$ cat config.mk
export PLATFORM = sky130hd
export DESIGN_NAME = cut_position_keygen_flat
export DESIGN_NICKNAME = d
export VERILOG_FILES = /design/src/rtl/cut_position_keygen_if.sv /design/src/rtl/cut_position_keygen.sv /design/src/flat_wrapper.sv
export SDC_FILE = /design/constraint.sdc
export NUM_CORES = 1
export LEC_CHECK = 0
export BUFFER_PORTS_ARGS = -buffer_cell sky130_fd_sc_hd__buf_2
export CORE_UTILIZATION = 51
export CTS_CLUSTER_DIAMETER = 80
export DETAILED_ROUTE_END_ITERATION = 8
export PLACE_DENSITY = 0.75
export SLEW_MARGIN = 20
export SYNTH_ARGS = -nofsm -noshare
export SYNTH_HDL_FRONTEND = slang
export SYNTH_SLANG_ARGS = --single-unit
$ cat constraint.sdc
create_clock -name clk -period 1.3 [get_ports clk]
set_input_delay 0.26 -clock clk [delete_from_list [all_inputs] [get_ports clk]]
set_output_delay 0.26 -clock clk [all_outputs]
set_load 0.02 [all_outputs]
$ cat src/rtl/cut_position_keygen_if.sv
// Signal bundle between the sync parser / key source and the cut position
// key generator. The master drives timing and key, the slave returns the
// cut position stream.
interface cut_position_keygen_if;
    logic        H;
    logic        V;
    logic        F;
    logic [31:0] seed_in;
    logic        seed_load;
    logic [7:0]  cut_position;
    logic        cut_valid;
    logic        busy;

    modport master (
        output H, V, F, seed_in, seed_load,
        input  cut_position, cut_valid, busy
    );

    modport slave (
        input  H, V, F, seed_in, seed_load,
        output cut_position, cut_valid, busy
    );
endinterface

$ cat src/rtl/cut_position_keygen.sv
// Cut position keystream for the line-rotation scrambler. A 32-bit Galois
// LFSR is reseeded from the key at the start of each field's active video
// and advanced eight steps per active line; the top byte becomes the cut
// position for that line.
//
// state | meaning
// ------+--------------------------------------------------------------
// IDLE  | waiting for the next active-line h_rise, cut_position held
// STEP  | advancing the LFSR one step per cycle, eight steps per line
module cut_position_keygen #(
    parameter logic [31:0] DEFAULT_SEED = 32'h0000_002A,
    parameter logic [31:0] TAPS         = 32'h8020_0003,
    parameter logic [31:0] FIELD_MASK   = 32'hA5A5_A5A5
) (
    input  logic                 clk,
    input  logic                 reset,
    cut_position_keygen_if.slave bus
);

    typedef enum logic {
        IDLE = 1'b0,
        STEP = 1'b1
    } state_t;

    state_t      state;
    state_t      state_nxt;
    logic        h_d;
    logic        v_d;
    logic        h_rise;
    logic        v_fall;
    logic [31:0] key_reg;
    logic [31:0] lfsr;
    logic [31:0] next_lfsr;
    logic [31:0] field_key;
    logic [31:0] reseed_val;
    logic [2:0]  cnt;
    logic        do_step;
    logic        step_done;
    logic        busy_c;
    logic [7:0]  cut_position_r;
    logic        cut_valid_r;

    assign h_rise = bus.H & ~h_d;
    assign v_fall = ~bus.V & v_d;

    assign next_lfsr  = (lfsr >> 1) ^ (lfsr[0] ? TAPS : 32'h0);
    assign field_key  = key_reg ^ (bus.F ? FIELD_MASK : 32'h0);
    // An all-zero LFSR would lock up, so substitute the default seed.
    assign reseed_val = (field_key == 32'h0) ? DEFAULT_SEED : field_key;

    // Previous-cycle H/V for edge detection.
    always_ff @(posedge clk) begin
        if (reset) begin
            h_d <= 1'b0;
            v_d <= 1'b0;
        end else begin
            h_d <= bus.H;
            v_d <= bus.V;
        end
    end

    // Key capture; it only reaches the LFSR at the next field start.
    always_ff @(posedge clk) begin
        if (reset) begin
            key_reg <= DEFAULT_SEED;
        end else if (bus.seed_load) begin
            key_reg <= (bus.seed_in == 32'h0) ? DEFAULT_SEED : bus.seed_in;
        end
    end

    // FSM state register.
    always_ff @(posedge clk) begin
        if (reset) begin
            state <= IDLE;
        end else begin
            state <= state_nxt;
        end
    end

    // FSM next state; a field start aborts a line in progress.
    always_comb begin
        state_nxt = state;
        case (state)
            IDLE: if (h_rise && !bus.V) state_nxt = STEP;
            STEP: if (v_fall || cnt == 3'd7) state_nxt = IDLE;
            default: state_nxt = IDLE;
        endcase
    end

    // FSM outputs: step enable, last-step flag and busy.
    always_comb begin
        do_step   = (state == STEP) && !v_fall;
        step_done = do_step && (cnt == 3'd7);
        busy_c    = (state == STEP);
    end

    // LFSR: reseed has priority over stepping.
    always_ff @(posedge clk) begin
        if (reset) begin
            lfsr <= DEFAULT_SEED;
        end else if (v_fall) begin
            lfsr <= reseed_val;
        end else if (do_step) begin
            lfsr <= next_lfsr;
        end
    end

    // Step counter, cleared whenever no step is taken.
    always_ff @(posedge clk) begin
        if (reset) begin
            cnt <= 3'd0;
        end else if (do_step) begin
            cnt <= cnt + 3'd1;
        end else begin
            cnt <= 3'd0;
        end
    end

    // Publish the cut position after the eighth step of a line.
    always_ff @(posedge clk) begin
        if (reset) begin
            cut_position_r <= 8'h00;
            cut_valid_r    <= 1'b0;
        end else begin
            cut_valid_r <= step_done;
            if (step_done) begin
                cut_position_r <= next_lfsr[31:24];
            end
        end
    end

    assign bus.cut_position = cut_position_r;
    assign bus.cut_valid    = cut_valid_r;
    assign bus.busy         = busy_c;

endmodule

$ cat src/flat_wrapper.sv
// flat-port wrapper written by rule: the top's interface ports become plain ports
module cut_position_keygen_flat 
#(
    parameter logic [31:0] DEFAULT_SEED = 32'h0000_002A,
    parameter logic [31:0] TAPS         = 32'h8020_0003,
    parameter logic [31:0] FIELD_MASK   = 32'hA5A5_A5A5
)
  (clk, reset, bus_H, bus_V, bus_F, bus_seed_in, bus_seed_load, bus_cut_position, bus_cut_valid, bus_busy);
  cut_position_keygen_if bus_i ();
  input  logic clk;
  input  logic reset;
  input wire logic [$bits(bus_i.H)-1:0] bus_H;
  input wire logic [$bits(bus_i.V)-1:0] bus_V;
  input wire logic [$bits(bus_i.F)-1:0] bus_F;
  input wire logic [$bits(bus_i.seed_in)-1:0] bus_seed_in;
  input wire logic [$bits(bus_i.seed_load)-1:0] bus_seed_load;
  output wire logic [$bits(bus_i.cut_position)-1:0] bus_cut_position;
  output wire logic [$bits(bus_i.cut_valid)-1:0] bus_cut_valid;
  output wire logic [$bits(bus_i.busy)-1:0] bus_busy;
  assign bus_i.H = bus_H;
  assign bus_i.V = bus_V;
  assign bus_i.F = bus_F;
  assign bus_i.seed_in = bus_seed_in;
  assign bus_i.seed_load = bus_seed_load;
  assign bus_cut_position = bus_i.cut_position;
  assign bus_cut_valid = bus_i.cut_valid;
  assign bus_busy = bus_i.busy;
  cut_position_keygen #(.DEFAULT_SEED(DEFAULT_SEED), .TAPS(TAPS), .FIELD_MASK(FIELD_MASK)) u_core (.clk(clk), .reset(reset), .bus(bus_i));
endmodule
Word level (Yosys, flattened, before mapping)
Cells that the tools add are included.
{ "totals": {"regBits": 79, "out_inout_bits": 10, "word_cells": 37} }
{ "classes": {"n_addsub": 1, "n_eq_ne": 1, "n_mux": 9, "n_bitwise": 8, "reduce_logical": 10} }
{ "op_table": {"columns": ["op", "n"], "rows": [
  ["$mux W32", 6],
  ["$logic_not A32 Y1", 2],
  ["$xor A31 B32 Y32", 1],
  ["$xor A32 B32 Y32", 1],
  ["$not A1 Y1", 4],
  ["$add A3 B1 Y3 const B", 1],
  ["$eq A3 B3 Y1 const B", 1],
  ["$logic_and A1 B1 Y1", 3],
  ["$and A1 B1 Y1", 2],
  ["$logic_not A1 Y1", 2],
  ["$mux W1", 2],
  ["$pmux W1 S2", 1],
  ["$reduce_bool A2 Y1", 1],
  ["$reduce_or A2 Y1", 1],
  ["$logic_or A1 B1 Y1", 1]
]} }

Logic depth before layout (Yosys ltp)
{ "logic_depth": {"word_depth": 6, "mapped_depth": 5, "depth_no_buf": 5} }

Least setup slack after synthesis
OpenSTA, ideal clock, no wires.
{ "synth_timing": {"path_type": "flip-flop to flip-flop", "from": "register u_core.state, in the netlist u_core.bus.busy", "to": "register u_core.lfsr[5]", "arrival_ps": 1283, "required_ps": 1169, "path_slack_ps": -113, "stages_incl_launch_ff": 5, "n_path_buf": 1, "synth_period_minus_slack_ps": 1413, "path_cell_list": "dfxtp_1 buf_2 mux2_2 a211oi_1 o31ai_1"} }
{ "synth_via": {"elab_chain_len": 2} }
{ "synth_lines": {"columns": ["element", "line", "source"], "rows": [
  ["start, declared", "cut_position_keygen.sv:25", "state_t state;"],
  ["start signal, assigned", "cut_position_keygen.sv:76", "state <= state_nxt;"],
  ["$logic_and A1 B1 Y1", "cut_position_keygen.sv:92", "do_step = (state == STEP) && !v_fall;"],
  ["$reduce_bool A2 Y1 (no source line)", null, null],
  ["end signal, assigned", "cut_position_keygen.sv:102", "lfsr <= reseed_val;"],
  ["end signal, assigned", "cut_position_keygen.sv:104", "lfsr <= next_lfsr;"],
  ["end, declared", "cut_position_keygen.sv:32", "logic [31:0] lfsr;"]
]} }
Every way passes these cells.
A chain may end at the register's enable or synchronous reset.

Worst setup path in the final report
{ "layout_timing": {"from": "register u_core.key_reg[5]", "to": "register u_core.lfsr[1]"} }
{ "layout_via": {"elab_chain_len": 4} }
{ "layout_lines": {"columns": ["element", "line", "source"], "rows": [
  ["start, declared", "cut_position_keygen.sv:31", "logic [31:0] key_reg;"],
  ["start signal, assigned", "cut_position_keygen.sv:67", "key_reg <= (bus.seed_in == 32'h0) ? DEFAULT_SEED : bus.seed_in;"],
  ["$xor A32 B32 Y32", "cut_position_keygen.sv:47", "assign field_key = key_reg ^ (bus.F ? FIELD_MASK : 32'h0);"],
  ["$logic_not A32 Y1", "cut_position_keygen.sv:49", "assign reseed_val = (field_key == 32'h0) ? DEFAULT_SEED : field_key;"],
  ["$mux W32", "cut_position_keygen.sv:49", null],
  ["$mux W32", "cut_position_keygen.sv:101", "end else if (v_fall) begin"]
]} }
Every way passes these cells.

==> summary.txt <==
CTS
  – Clock slew at reported path FFs: 0.08 ns
  – Root buf cell: clkbuf_8
  – H-tree Lvls: 3
  – Clock sinks: between 70 and 80
  – CTS Buf Count: 9
  – CTS tree: built
  – Worst-skew pair later-pin latency: roughly 0.35 ns
  – Hold Buf Count CTS: 0
  – CTS Buffer Depth: 2

Synth
  – Post-synth EDFFs: 0
  – Top cells by area, synth: dfxtp_1 46%, mux2i_1 20%, nor2_1 7.8%
  – Asr flop ratio synth: 0%
  – Cell with the most instances after synthesis: dfxtp_1
  – Synth area leader: dfxtp_1
  – Seq/Total Area, Yosys: between 40% and 50%
  – Syn Std Cell Area: 0.003447 mm2
  – Warnings, synthesis: 0
  – Gate Count Post-Synth: between 300 and 400
  – Mapped Nets: between 300 and 400
  – Syn_area_per_cell: just under 10 um2
  – Netlist cell types: 30
  – Commonest cells in the synthesized netlist: 79 x dfxtp_1, 72 x nor2_1, 69 x mux2i_1
  – Yosys top cell area share: between 40% and 50%
  – Post-synth top flop: dfxtp_1
  – FF+latch count, synth: slightly below 80

Final layout
  – Non-filler instance count after layout: around 520
  – FILL cells: just under 500
  – Fin util: roughly two thirds
  – Fraction of layout cells with a size suffix above 1: 28.96%
  – N_diodes: 0
  – Synthesis-to-layout area growth: 27.15%
  – Layout Nets: roughly 480
  – Multi-input gate area: around 0.0018 mm2
  – Register area: 0.001588 mm2

Die
  – Die height: around 84 um
  – Die area: 0.007091 mm2
  – Num ports: 48
  – Initial Util: a little over half
  – Die W: ~84 um
  – Core outline area: ~0.0064 mm2
  – Std-Cell Rows: 29

Detailed routing
  – Total wire length: around 8000 um
  – Remaining antenna violation count after routing: 0
  – DRC viols: 0
  – DR vias/cell: roughly 5.4
  – Initial DRC count: roughly 120
  – First-pass DRT Iterations: 4
  – Vias: around 2.8k
  – Routed wire length per instance: around 15 um

Status
  – Failing checks: negative setup slack
  – Status: finished with violations

Place
  – DP Wirelength: 5808 um
  – Dpl cells: approximately 500
  – GP Congestion: about 0.80
  – IO Port Bufs: 47
  – Pre-CTS setup slack: -0.2318 ns

STA
  – Worst hold slack: between 0.15 and 0.2 ns
  – Slew Viols, Final: 0
  – Final WS setup: -0.2428 ns
  – Final Setup Violations: 3
  – Final count of hold timing violations: 0
  – Final Cycle Share: 118.7%
  – Clock skew: between 0.008 and 0.009 ns
  – Rel. slew slack: between 70% and 80%
  – Slew of the pin with the lowest slew margin: about 0.32 ns
  – RSZ-0062 raised after global routing: yes
  – Fmax: roughly 650 MHz
  – Final min period: around 1.5 ns

Worst setup path
  – CP Class: reg2reg
  – CP delay by family, top: simple AND/OR/NAND/NOR gates
  – Worst setup SP type: register
  – Buf/Inv on CP: 0
  – Critical Path Fanout Max: 3
  – Slowest Stage Delay on Critical Path: around 0.53 ns
  – CP Cell Sequence: or4_4 -> mux2i_2 -> nand3_2 -> a221oi_2
  – Crit path max-delay cell type: or4_4
  – Data required, critical path: approximately 1.6 ns
  – Data arrival, critical path: around 1.8 ns
  – CP endpoint kind: register

GRT
  – Vias in the first global route: ~2.8k
  – Gr usage total: 24.15%
  – First-pass GRT wire length: between 10000 and 15000 um
  – Largest net degree at the start of global routing: 36
  – Initial antenna violation count: 0
  – Gr ovfl total: 0

Power and ir drop
  – Power per cell area: between 1000 and 1500 mW/mm2
  – LEAKAGE: 1.976 nW
  – Max IR drop VDD: 0.0007294 V

Min path
  – Hold WC Path Type: in2reg

Run
  – Max Cap Viol: 0
-- worst reg2reg max path, stage by stage, from the launching register on --
cell	delay, ns
dfxtp_2	0.33
or4_4	0.53
mux2i_2	0.19
nand3_2	0.14
a221oi_2	0.27
-- logic make-up (layout without fill, tap and decap cells) --
| group | count (synthesis) | after routing | synth area share, % |
|---|---|---|---|
| adders and majority gates | 2 | 2 | 0.7258 |
| muxes | 70 | 70 | 20.36 |
| buffers and inverters | 26 | 112 | 3.231 |
| xor gates and xnor gates | 19 | 19 | 4.828 |
| and+or+nand+nor | 116 | 116 | 15.64 |
| AOI/OAI and AO/OA | 44 | 44 | 9.329 |
| DFF | 79 | 79 | 45.88 |
-- repair_timing --
item,4_1_cts,5_1_grt
pin swaps,0,2
setup endpoints to repair,12,22
setup buffers,3,0
resized for setup,4,8
-- final timing paths --
kind                     startpoint                  to  slack [ns]  cells after the start
setup / recovery  u_core.key_reg[5]      u_core.lfsr[1]       -0.24                      4
hold / removal      bus_seed_in[10]  u_core.key_reg[10]        0.17                      3
setup reg to reg  u_core.key_reg[5]      u_core.lfsr[1]       -0.24                      4
hold reg to reg       u_core.cnt[0]       u_core.cnt[0]        0.42                      1
-- power breakdown --
part	internal [mW]	switching [mW]	leakage, nW
registers	2.56	0.0858	0.649
clock network	1.17	0.854	0.108
logic	0.390	0.375	1.22
total	4.11	1.31	1.98
-- cell type report --
| cell class | count | share of cell area [%] |
|---|---|---|
| Clock buffer | 11 | 3.454 |
| Clock inverter | 3 | 1.542 |
| Multi-Input combinational cell | 251 | 41.19 |
| Sequential cell | 79 | 36.23 |
| Tap cell | 77 | 2.198 |
| Timing Repair Buffer | 98 | 15.39 |
-- metrics by stage --
step	cell area (um2)	power [mW]	TNS (ns)
after floorplan	3458	3.107	-0.2295
after global placement	4065	3.388	-0.6550
after detailed placement	4065	3.410	-1.182
after CTS	4352	5.419	-0.9045
after global routing	4383	5.598	-0.7837
final	4383	5.426	-0.6637
-- routing by layer --
metal	GRT usage, %	share of wire [%]	vias up	wire length [um]
li1	-	-	1428	-
met2	38.97	46	49	3658
met5	0	0	-	0
met1	33.29	50	1336	3955
met3	3.638	3.6	8	287
met4	8.150	0.93	0	74
-- layout by cell type, fill, tap and decap left out, types with 3 or more instances in the layout --
cell / n
dfxtp_1: 74
nor2_1: 72
mux2i_1: 68
buf_4: 47
buf_2: 46
a211oi_1: 30
xor2_1: 16
nor4_1: 12
clkbuf_8: 11
nand2_1: 5
dfxtp_2: 5
nand4_1: 4
buf_12: 4
and4_1: 3
nand2b_1: 3
a21oi_1: 3
o21bai_1: 3
and2_1: 3
xnor2_1: 3
nor2b_1: 3
nor3_1: 3
No activity file was read; power rests on OpenSTA's default activity.
